==> config.mk <==
export PLATFORM = sky130hd
export DESIGN_NAME = ppu_mem_arbiter_flat
export DESIGN_NICKNAME = d
export VERILOG_FILES = /design/src/rtl/ppu_mem_arbiter_if.sv /design/src/rtl/ppu_mem_arbiter.sv /design/src/flat_wrapper.sv
export SDC_FILE = /design/constraint.sdc
export NUM_CORES = 1
export LEC_CHECK = 0
export BUFFER_PORTS_ARGS = -buffer_cell sky130_fd_sc_hd__buf_4
export CAP_MARGIN = 15
export CORE_MARGIN = 3
export CORE_UTILIZATION = 51
export CTS_CLUSTER_DIAMETER = 120
export DETAILED_ROUTE_END_ITERATION = 6
export PLACE_DENSITY = 0.85
export SYNTH_ARGS = -nofsm -noshare
export SYNTH_HDL_FRONTEND = slang
export SYNTH_SLANG_ARGS = --single-unit
==> constraint.sdc <==
create_clock -name clk -period 5.3 [get_ports clk]
set_input_delay 0.53 -clock clk [delete_from_list [all_inputs] [get_ports clk]]
set_output_delay 0.53 -clock clk [all_outputs]
set_load 0.03 [all_outputs]
==> src/rtl/ppu_mem_arbiter_if.sv <==
// Bundle of PPU memory arbiter signals: renderer fetch, CPU PPUDATA access
// and the single-port memory wrapper side.
interface ppu_mem_arbiter_if;
    logic [1:0]  mirror;
    logic        rnd_req;
    logic [13:0] rnd_addr;
    logic        rnd_valid;
    logic [7:0]  rnd_q;
    logic        rnd_miss;
    logic        cpu_req;
    logic        cpu_we;
    logic [13:0] cpu_addr;
    logic [7:0]  cpu_wdata;
    logic        cpu_busy;
    logic        cpu_ack;
    logic [7:0]  cpu_rdata;
    logic        cpu_drop;
    logic [13:0] mem_addr;
    logic [7:0]  mem_data;
    logic        mem_rw;
    logic [7:0]  mem_q;

    modport slave (
        input  mirror, rnd_req, rnd_addr, cpu_req, cpu_we, cpu_addr, cpu_wdata, mem_q,
        output rnd_valid, rnd_q, rnd_miss, cpu_busy, cpu_ack, cpu_rdata, cpu_drop,
        output mem_addr, mem_data, mem_rw
    );

    modport master (
        output mirror, rnd_req, rnd_addr, cpu_req, cpu_we, cpu_addr, cpu_wdata, mem_q,
        input  rnd_valid, rnd_q, rnd_miss, cpu_busy, cpu_ack, cpu_rdata, cpu_drop,
        input  mem_addr, mem_data, mem_rw
    );
endinterface

==> src/rtl/ppu_mem_arbiter.sv <==
// Shares the single-port PPU memory between renderer fetches (priority) and
// buffered CPU PPUDATA accesses, with a starvation bound and nametable mirroring.
module ppu_mem_arbiter #(
    parameter int unsigned STARVE_LIMIT = 8
) (
    input logic              clk,
    input logic              rst,
    ppu_mem_arbiter_if.slave bus
);

    localparam logic [7:0] LIMIT = 8'(STARVE_LIMIT);

    typedef enum logic [1:0] {G_NONE, G_RND, G_CPU} grantT;

    grantT       r_gnt;
    grantT       w_gntNext;
    logic        r_pend;
    logic        r_we;
    logic [13:0] r_addr;
    logic [7:0]  r_wdata;
    logic [7:0]  r_starveCnt;
    logic        r_gntRead;
    logic        r_miss;
    logic        r_ack;
    logic [7:0]  r_rdata;
    logic        r_drop;

    logic        w_busy;
    logic        w_accept;
    logic        w_forced;
    logic [13:0] w_memAddr;
    logic [7:0]  w_memData;
    logic        w_memRw;

    // Nametable addresses fold onto the 2 KiB VRAM; CHR space passes untouched.
    function automatic logic [13:0] mirrorAddr(input logic [13:0] a, input logic [1:0] m);
        logic [10:0] idx;
        case (m)
            2'd0:    idx = a[10:0];
            2'd1:    idx = {a[11], a[9:0]};
            2'd2:    idx = {1'b0, a[9:0]};
            default: idx = {1'b1, a[9:0]};
        endcase
        return a[13] ? {a[13:11], idx} : a;
    endfunction

    assign w_busy   = r_pend | (r_gnt == G_CPU);
    assign w_accept = bus.cpu_req & ~w_busy;
    assign w_forced = r_pend & (r_starveCnt == LIMIT);

    always_comb begin
        w_gntNext = G_NONE;
        if (w_forced)
            w_gntNext = G_CPU;
        else if (bus.rnd_req)
            w_gntNext = G_RND;
        else if (r_pend)
            w_gntNext = G_CPU;
    end

    // CHR space is read-only to the CPU: the slot is spent as a harmless read.
    always_comb begin
        w_memAddr = 14'd0;
        w_memData = 8'd0;
        w_memRw   = 1'b0;
        case (w_gntNext)
            G_RND: w_memAddr = mirrorAddr(bus.rnd_addr, bus.mirror);
            G_CPU: begin
                w_memAddr = mirrorAddr(r_addr, bus.mirror);
                w_memData = r_wdata;
                w_memRw   = r_we & r_addr[13];
            end
            default: ;
        endcase
    end

    always_ff @(posedge clk) begin
        if (rst) begin
            r_gnt     <= G_NONE;
            r_gntRead <= 1'b0;
            r_miss    <= 1'b0;
            r_ack     <= 1'b0;
            r_rdata   <= 8'd0;
        end else begin
            r_gnt     <= w_gntNext;
            r_gntRead <= (w_gntNext == G_CPU) & ~r_we;
            r_miss    <= w_forced & bus.rnd_req;
            r_ack     <= (r_gnt == G_CPU);
            if ((r_gnt == G_CPU) && r_gntRead)
                r_rdata <= bus.mem_q;
        end
    end

    // A new request can only be accepted once the previous one has fully
    // left the buffer, so load and grant-clear never collide.
    always_ff @(posedge clk) begin
        if (rst) begin
            r_pend      <= 1'b0;
            r_we        <= 1'b0;
            r_addr      <= 14'd0;
            r_wdata     <= 8'd0;
            r_starveCnt <= 8'd0;
            r_drop      <= 1'b0;
        end else begin
            if (w_gntNext == G_CPU)
                r_pend <= 1'b0;
            else if (w_accept)
                r_pend <= 1'b1;
            if (w_accept) begin
                r_we    <= bus.cpu_we;
                r_addr  <= bus.cpu_addr;
                r_wdata <= bus.cpu_wdata;
            end
            if (w_gntNext == G_CPU)
                r_starveCnt <= 8'd0;
            else if (r_pend && (r_starveCnt != LIMIT))
                r_starveCnt <= r_starveCnt + 8'd1;
            if (bus.cpu_req && w_busy)
                r_drop <= 1'b1;
        end
    end

    assign bus.mem_addr  = w_memAddr;
    assign bus.mem_data  = w_memData;
    assign bus.mem_rw    = w_memRw;
    assign bus.rnd_valid = (r_gnt == G_RND);
    assign bus.rnd_q     = (r_gnt == G_RND) ? bus.mem_q : 8'd0;
    assign bus.rnd_miss  = r_miss;
    assign bus.cpu_busy  = w_busy;
    assign bus.cpu_ack   = r_ack;
    assign bus.cpu_rdata = r_rdata;
    assign bus.cpu_drop  = r_drop;

endmodule

==> src/flat_wrapper.sv <==
// flat-port wrapper written by rule: the top's interface ports become plain ports
module ppu_mem_arbiter_flat 
#(
    parameter int unsigned STARVE_LIMIT = 8
)
  (clk, rst, bus_mirror, bus_rnd_req, bus_rnd_addr, bus_cpu_req, bus_cpu_we, bus_cpu_addr, bus_cpu_wdata, bus_mem_q, bus_rnd_valid, bus_rnd_q, bus_rnd_miss, bus_cpu_busy, bus_cpu_ack, bus_cpu_rdata, bus_cpu_drop, bus_mem_addr, bus_mem_data, bus_mem_rw);
  ppu_mem_arbiter_if bus_i ();
  input logic clk;
  input logic rst;
  input wire logic [$bits(bus_i.mirror)-1:0] bus_mirror;
  input wire logic [$bits(bus_i.rnd_req)-1:0] bus_rnd_req;
  input wire logic [$bits(bus_i.rnd_addr)-1:0] bus_rnd_addr;
  input wire logic [$bits(bus_i.cpu_req)-1:0] bus_cpu_req;
  input wire logic [$bits(bus_i.cpu_we)-1:0] bus_cpu_we;
  input wire logic [$bits(bus_i.cpu_addr)-1:0] bus_cpu_addr;
  input wire logic [$bits(bus_i.cpu_wdata)-1:0] bus_cpu_wdata;
  input wire logic [$bits(bus_i.mem_q)-1:0] bus_mem_q;
  output wire logic [$bits(bus_i.rnd_valid)-1:0] bus_rnd_valid;
  output wire logic [$bits(bus_i.rnd_q)-1:0] bus_rnd_q;
  output wire logic [$bits(bus_i.rnd_miss)-1:0] bus_rnd_miss;
  output wire logic [$bits(bus_i.cpu_busy)-1:0] bus_cpu_busy;
  output wire logic [$bits(bus_i.cpu_ack)-1:0] bus_cpu_ack;
  output wire logic [$bits(bus_i.cpu_rdata)-1:0] bus_cpu_rdata;
  output wire logic [$bits(bus_i.cpu_drop)-1:0] bus_cpu_drop;
  output wire logic [$bits(bus_i.mem_addr)-1:0] bus_mem_addr;
  output wire logic [$bits(bus_i.mem_data)-1:0] bus_mem_data;
  output wire logic [$bits(bus_i.mem_rw)-1:0] bus_mem_rw;
  assign bus_i.mirror = bus_mirror;
  assign bus_i.rnd_req = bus_rnd_req;
  assign bus_i.rnd_addr = bus_rnd_addr;
  assign bus_i.cpu_req = bus_cpu_req;
  assign bus_i.cpu_we = bus_cpu_we;
  assign bus_i.cpu_addr = bus_cpu_addr;
  assign bus_i.cpu_wdata = bus_cpu_wdata;
  assign bus_i.mem_q = bus_mem_q;
  assign bus_rnd_valid = bus_i.rnd_valid;
  assign bus_rnd_q = bus_i.rnd_q;
  assign bus_rnd_miss = bus_i.rnd_miss;
  assign bus_cpu_busy = bus_i.cpu_busy;
  assign bus_cpu_ack = bus_i.cpu_ack;
  assign bus_cpu_rdata = bus_i.cpu_rdata;
  assign bus_cpu_drop = bus_i.cpu_drop;
  assign bus_mem_addr = bus_i.mem_addr;
  assign bus_mem_data = bus_i.mem_data;
  assign bus_mem_rw = bus_i.mem_rw;
  ppu_mem_arbiter #(.STARVE_LIMIT(STARVE_LIMIT)) u_core (.clk(clk), .rst(rst), .bus(bus_i));
endmodule
==> run_results.csv, run 1 <==
group,metric,value,unit
route,finalWirelength,6198,microns
global_routing,grt-ovfl-total,0,
floorplan,initial_core_util,0.5421,
clock_network,cts_sinks,46,
logic_synthesis,synth_warnings,0,
timing,clock_skew,0.007889,ns
logic_synthesis,ys.flop_type,"dfxtp_1",
global_routing,grt_max_degree,39,
floorplan,die_h,72.14,microns
route,ant_nets,0,
critical_path,startpoint_type,"flop",
critical_path,crit_required,4.77,ns
clock_network,cts_root_buf,"clkbuf_8",
power,power.total,730.4,uW
floorplan,chipWidth,72.14,microns
clock_network,cts_buffers,5,
critical_path,max_stage_delay,1.08,ns
route,dr.pass1.iters,4,
floorplan,rows,23,
floorplan,dieArea,5204,sq um
logic_synthesis,synth_nets,317,
final_layout,areaGrowthSynthToFinish,34.04,%
critical_path,crit_path_cell_trace,"nand4bb_1 > o21ai_4 > a22o_1 > buf_4",
critical_path,worst_ep_arrival_time,2.77,ns
final_layout,final_core_util,0.7267,
timing,tns,0,ns
critical_path,cp-end-kind,"primary output",
logic_synthesis,syn_inst,264,
final_layout,finish.instance_area,2990,sq um
logic_synthesis,synth_area_per_cell,8.450,sq um
placed_design,detailed_place.area,2884,sq um
hold_path,hold_class,"reg -> reg",
timing,setup_viol,0,
logic_synthesis,ys_ff_latch,46,
clock_network,cts_hold_buf,0,
timing,hold_viol,0,
route,vias,2278,
run,drv_cap,0,
route,route.detailed.drc,0,
critical_path,startpoint,"u_core.r_pend",
critical_path,critPathKind,"reg -> out",
clock_network,clkTransAtPathRegs,0.08,ns
power,p_leak,0.001277,uW
timing,fin_ws,2.000,ns
placed_design,dp_hpwl,4325,microns
placed_design,gp_congestion,0.8426,
placed_design,port_buffers,94,
power,pwr-share-comb,0.193,
global_routing,grt_pass1_vias,2146,
clock_network,post_cts_buffers,0,
clock_network,cts_resized,0,
hold_path,worstHoldStart,"u_core.r_we",
clock_network,cts_tree,"done",
global_routing,antenna_found_initial,0,
floorplan,ioPinCount,95,
final_layout,antenna_cells,0,
route,drt_iter0_drc,181,
power,switching_share,0.2784,
final_layout,nets,392,
timing,fin_crit_sh,0.6226,
timing,relSlewSlack,0.2433,
critical_path,timing.rr.start,"u_core.r_pend",
power,power_density,244.3,nW/um^2
timing,worst_slew_pin_slew,1.134,ns
critical_path,crit_fanout,33,
timing,grt_setup_unrepaired,"no",
route,via_per_inst,5.841,
logic_synthesis,ys_seq_area_frac,0.4128,
floorplan,core,4115,sq um
logic_synthesis,netlist-cell-type-count,37,
clock_network,insertion_delay,0.29,ns
logic_synthesis,synth_area,2231,sq um
logic_synthesis,synth_edf_count,0,
power,switching_power,203.3,uW
power,ir_drop,0.0001964,V
logic_synthesis,ys_async_sr_fraction,0,
placed_design,dp_slack,2.379,ns
clock_network,cts.path.max_buffers,2,
clock_network,htree_levels,2,
global_routing,grt_pass1_wl,9922,microns
critical_path,cp_slowest_cell,"dfxtp_1",
timing,min_period,3.300,ns
timing,timing.final.max_slew_violations,0,
status,status,"finished clean",
final_layout,layout-drive-gt1-share,0.3176,
power,power_frac_clock,0.295,
power,seqPwrFrac,0.513,
power,intPower,527.1,uW
route,wire_per_inst,15.89,microns
global_routing,grt_use_total,0.2355,
timing,fmax,0.3031,GHz
[layout make-up]
class,instances,area [sq um]
Tap cell,50,62.56
Clock buffer,7,86.33
Clock inverter,1,5.005
Multi-Input combinational cell,186,1176
Sequential cell,46,920.9
Inverter,5,18.77
Fill cell,324,1125
Timing Repair Buffer,95,720.7
[critical path, delay by kind of cell (launching register included)]
kind            cells  cell delay [ns]
buf+inv             1             0.15
compound gates      2             0.85
flops               1             1.08
simple gates        1             0.39
[path summary, 6_finish.rpt]
path / endpoint / slack, ns / cells past startpoint
setup / recovery: bus_mem_addr[10] / 2.00 / 4
hold / removal: u_core.r_gntRead / 0.45 / 1
setup reg to reg: u_core.r_gntRead / 2.91 / 3
hold reg to reg: u_core.r_gntRead / 0.45 / 1
[layout by cell type (no fill, tap or decap), types with 2 or more instances in the layout]
cell | Yosys | layout
o2bb2ai_1 | 2 | 2
o31ai_1 | 23 | 23
dfxtp_1 | 46 | 46
clkbuf_8 | 0 | 6
inv_1 | 3 | 3
and3_1 | 2 | 2
and2_1 | 17 | 17
o21ai_0 | 6 | 6
nand2_1 | 14 | 14
a22o_1 | 14 | 14
nor2b_1 | 3 | 2
nand3_1 | 10 | 10
xor2_1 | 2 | 2
nand4_1 | 26 | 26
nor3b_1 | 2 | 2
inv_2 | 2 | 2
o2111ai_1 | 2 | 2
ha_1 | 2 | 2
nand2b_1 | 2 | 2
a21oi_1 | 39 | 39
buf_4 | 2 | 94
or3_1 | 3 | 3
nor2_1 | 6 | 6
[metrics by stage]
stage	cells	hold slack, ns
2_1_floorplan	264	0.4131
3_3_place_gp	381	0.4443
3_5_place_dp	381	0.4399
4_1_cts	389	0.4519
5_1_grt	390	0.4743
6_report	390	0.4516
[power groups by stage]
stage / sequential, uW / combinational [uW] / clock (uW)
after floorplan: 375 / 86.9 / 0
after global placement: 382 / 136 / 0
after detailed placement: 382 / 139 / 0
after CTS: 374 / 140 / 219
after global routing: 376 / 153 / 229
final: 374 / 141 / 215
[sequential cells by signal, indices dropped and copies added, names as in the netlist]
| register | flops |
|---|---|
| u_core.r_addr | 14 |
| u_core.bus.cpu_ack | 1 |
| u_core.r_gntRead | 1 |
| u_core.r_pend | 1 |
| u_core.bus.rnd_miss | 1 |
| u_core.bus.cpu_rdata | 8 |
| u_core.r_gnt | 2 |
| u_core.r_starveCnt | 8 |
| u_core.bus.cpu_drop | 1 |
| u_core.r_wdata | 8 |
| u_core.r_we | 1 |
[cells by family after synthesis]
logic type      synth area share
buf+inv                  0.06113
flops                     0.4128
simple gates              0.2350
fa+ha+maj                0.01122
xor+xnor                0.007853
compound gates            0.2720
[cell usage after synthesis, drive strengths merged, types with 5 or more instances]
cell type / instances / area, sq um
buf: 5 / 35.02
a21oi: 39 / 195.2
a22o: 14 / 122.6
dfxtp: 46 / 920.9
nand3: 10 / 50.05
nand4: 26 / 162.7
and2: 17 / 106.4
inv: 5 / 18.77
clkbuf: 22 / 82.58
nor2: 6 / 22.52
nand2: 14 / 52.55
o21ai: 8 / 51.30
o31ai: 23 / 172.7
[per-layer routing]
layer / global-route usage / share of wire
met5: 0 / 0
met4: 0.06681 / 0.015
met3: 0.04294 / 0.070
met2: 0.4034 / 0.51
met1: 0.3023 / 0.41
No activity file was read; power rests on OpenSTA's default activity.
==> run 2: changes to the inputs <==
--- a/config.mk
+++ b/config.mk
@@ -8,10 +8,10 @@
 export BUFFER_PORTS_ARGS = -buffer_cell sky130_fd_sc_hd__buf_4
 export CAP_MARGIN = 15
 export CORE_MARGIN = 3
-export CORE_UTILIZATION = 51
+export CORE_UTILIZATION = 43
 export CTS_CLUSTER_DIAMETER = 120
 export DETAILED_ROUTE_END_ITERATION = 6
-export PLACE_DENSITY = 0.85
+export PLACE_DENSITY = 0.76
 export SYNTH_ARGS = -nofsm -noshare
 export SYNTH_HDL_FRONTEND = slang
 export SYNTH_SLANG_ARGS = --single-unit
==> constraint.sdc (replaced) <==
create_clock -name clk -period 2.85 [get_ports clk]
set_input_delay 0.285 -clock clk [delete_from_list [all_inputs] [get_ports clk]]
set_output_delay 0.285 -clock clk [all_outputs]
set_load 0.03 [all_outputs]
==> run 2 against run 1 <==
Effect of this change: total power up 83%; count of clock-buffer cells in the layout down 2; register-to-register slack got worse by 2.2 ns; setup slack worse by 1.8 ns; non-clock buffer count rose by 2.
==> run_results.csv, run 2 (same netlist as run 1, synthesis figures left out) <==
group,metric,value,unit
power,power_frac_clock,0.281,
clock_network,cts_buffers,5,
clock_network,cts_tree,"done",
critical_path,crit_required,2.57,ns
final_layout,nets,394,
critical_path,critPathKind,"reg -> out",
timing,fin_crit_sh,0.9428,
power,pwr-share-comb,0.205,
floorplan,ioPinCount,95,
critical_path,worst_ep_arrival_time,2.40,ns
critical_path,max_stage_delay,0.60,ns
clock_network,post_cts_buffers,0,
timing,hold_viol,0,
clock_network,cts_sinks,46,
power,switching_share,0.2871,
final_layout,layout-drive-gt1-share,0.3226,
critical_path,critical_path.top_delay_family,"compound AO/OA/AOI/OAI gates",
final_layout,largest_reg_flops,14,
final_layout,final_common_cell,"buf_4",
clock_network,cts.path.max_buffers,2,
route,drt_iter0_drc,207,
global_routing,grt_pass1_wl,10120,microns
clock_network,clkTransAtPathRegs,0.08,ns
clock_network,htree_levels,2,
hold_path,hold_class,"in -> reg",
placed_design,port_buffers,94,
timing,worst_slew_pin_slew,0.5789,ns
critical_path,worst-r2r-setup-slack,0.71,ns
floorplan,rows,25,
power,p_leak,0.001280,uW
timing,relSlewSlack,0.6141,
timing,setup_viol,0,
hold_path,worstHoldStart,"bus_cpu_addr[1]",
route,dr.pass1.iters,4,
clock_network,cts_hold_buf,0,
power,ir_drop,0.0002181,V
critical_path,startpoint_type,"flop",
global_routing,grt-busiest-layer,"met2",
clock_network,insertion_delay,0.30,ns
placed_design,dp_slack,0.4623,ns
floorplan,core,4880,sq um
global_routing,grt_use_met3,0.04472,
final_layout,largest_register,"u_core.r_addr",
critical_path,reg2reg_depth,5,
power,power_density,443.4,nW/um^2
final_layout,seq_area,920.9,sq um
placed_design,gp_congestion,0.8330,
route,vias,2271,
critical_path,path_buf_inv,2,
run,drv_cap,0,
hold_path,hold_depth,3,
clock_network,cts_resized,0,
timing,timing.final.max_slew_violations,0,
final_layout,nFillCells,430,
final_layout,mostFrequentLayoutCells,"97 x buf_4, 46 x dfxtp_1, 39 x a21oi_1, 26 x nand4_1, 23 x o31ai_1",
global_routing,grt_pass1_vias,2127,
global_routing,grt_max_degree,39,
route,ant_nets,0,
global_routing,grt_util_met1,0.2669,
timing,fin_ws,0.1629,ns
route,route.detailed.drc,0,
critical_path,crit_fanout,25,
critical_path,r2r-end,"u_core.r_gntRead",
placed_design,dp_hpwl,4357,microns
timing,fmax,0.3721,GHz
floorplan,chipWidth,78.03,microns
global_routing,grt-ovfl-total,0,
timing,tns,0,ns
floorplan,dieArea,6089,sq um
timing,min_period,2.687,ns
global_routing,grt_use_total,0.2036,
status,status,"finished clean",
final_layout,areaGrowthSynthToFinish,34.77,%
critical_path,timing.rr.start,"u_core.r_starveCnt[0]",
floorplan,initial_core_util,0.4572,
clock_network,cts_root_buf,"clkbuf_8",
power,switching_power,382.8,uW
timing,clock_skew,0.005835,ns
final_layout,antenna_cells,0,
route,via_per_inst,5.566,
power,intPower,950.4,uW
route,finalWirelength,6318,microns
floorplan,die_h,78.03,microns
critical_path,cp-end-kind,"primary output",
critical_path,cp_slowest_cell,"or4b_1",
final_layout,multi_input_area,1176,sq um
hold_path,whs_endpoint,"u_core.r_addr[1]",
critical_path,crit_path_cell_trace,"inv_1 > ha_1 > or4b_1 > o21ai_4 > a22o_1 > buf_4",
global_routing,grtUsageMet2,0.3288,
power,seqPwrFrac,0.514,
global_routing,antenna_found_initial,0,
route,wire_per_inst,15.49,microns
timing,grt_setup_unrepaired,"no",
==> run 2: per-stage QoR <==
step	total power [uW]	cell area, sq um	utilization	instances	hold WS (ns)
after floorplan	859.8	2231	-	264	0.4131
after global placement	968.5	2928	0.6000	401	0.4428
after detailed placement	973.1	2928	0.6000	401	0.4493
after CTS	1342	3007	0.6162	408	0.2365
after global routing	1389	3007	0.6162	408	0.2425
final	1333	3007	0.6162	408	0.2424
==> run 2: power groups by stage <==
stage          clock [uW]  combinational (uW)  sequential (uW)
6_report              374                 274              685
5_1_grt               404                 295              689
4_1_cts               384                 274              685
3_5_place_dp            0                 273              700
3_3_place_gp            0                 269              699
2_1_floorplan           0                 162              698
==> run 2: tightest hold or removal path, stage by stage <==
cell,delay [ns]
buf_4,0.11
nand4_1,0.06
a21oi_1,0.05
==> run 2: layer usage <==
metal / routed length (microns) / part of all wire
met1: 2889 / 0.46
met2: 2898 / 0.46
met3: 431 / 0.068
met4: 98 / 0.016
met5: 0 / 0
==> run 2: layout make-up <==
type | count | area share
Sequential cell | 46 | 0.3063
Multi-Input combinational cell | 186 | 0.3912
Inverter | 5 | 0.006242
Clock inverter | 2 | 0.003329
Tap cell | 67 | 0.02788
Clock buffer | 5 | 0.02289
Timing Repair Buffer | 97 | 0.2422
==> run 2: how the worst max path moves through the flow <==
stage                               start              end  slack [ns]  cells past startpoint
CTS                 u_core.r_starveCnt[0]  bus_mem_addr[4]        0.13                      6
global placement    u_core.r_starveCnt[0]  bus_mem_addr[4]        0.53                      6
global route        u_core.r_starveCnt[0]  bus_mem_addr[4]        0.03                      6
floorplan           u_core.r_starveCnt[0]  bus_mem_addr[0]        0.79                      7
finish              u_core.r_starveCnt[0]  bus_mem_addr[4]        0.16                      6
detailed placement  u_core.r_starveCnt[0]  bus_mem_addr[4]        0.46                      6
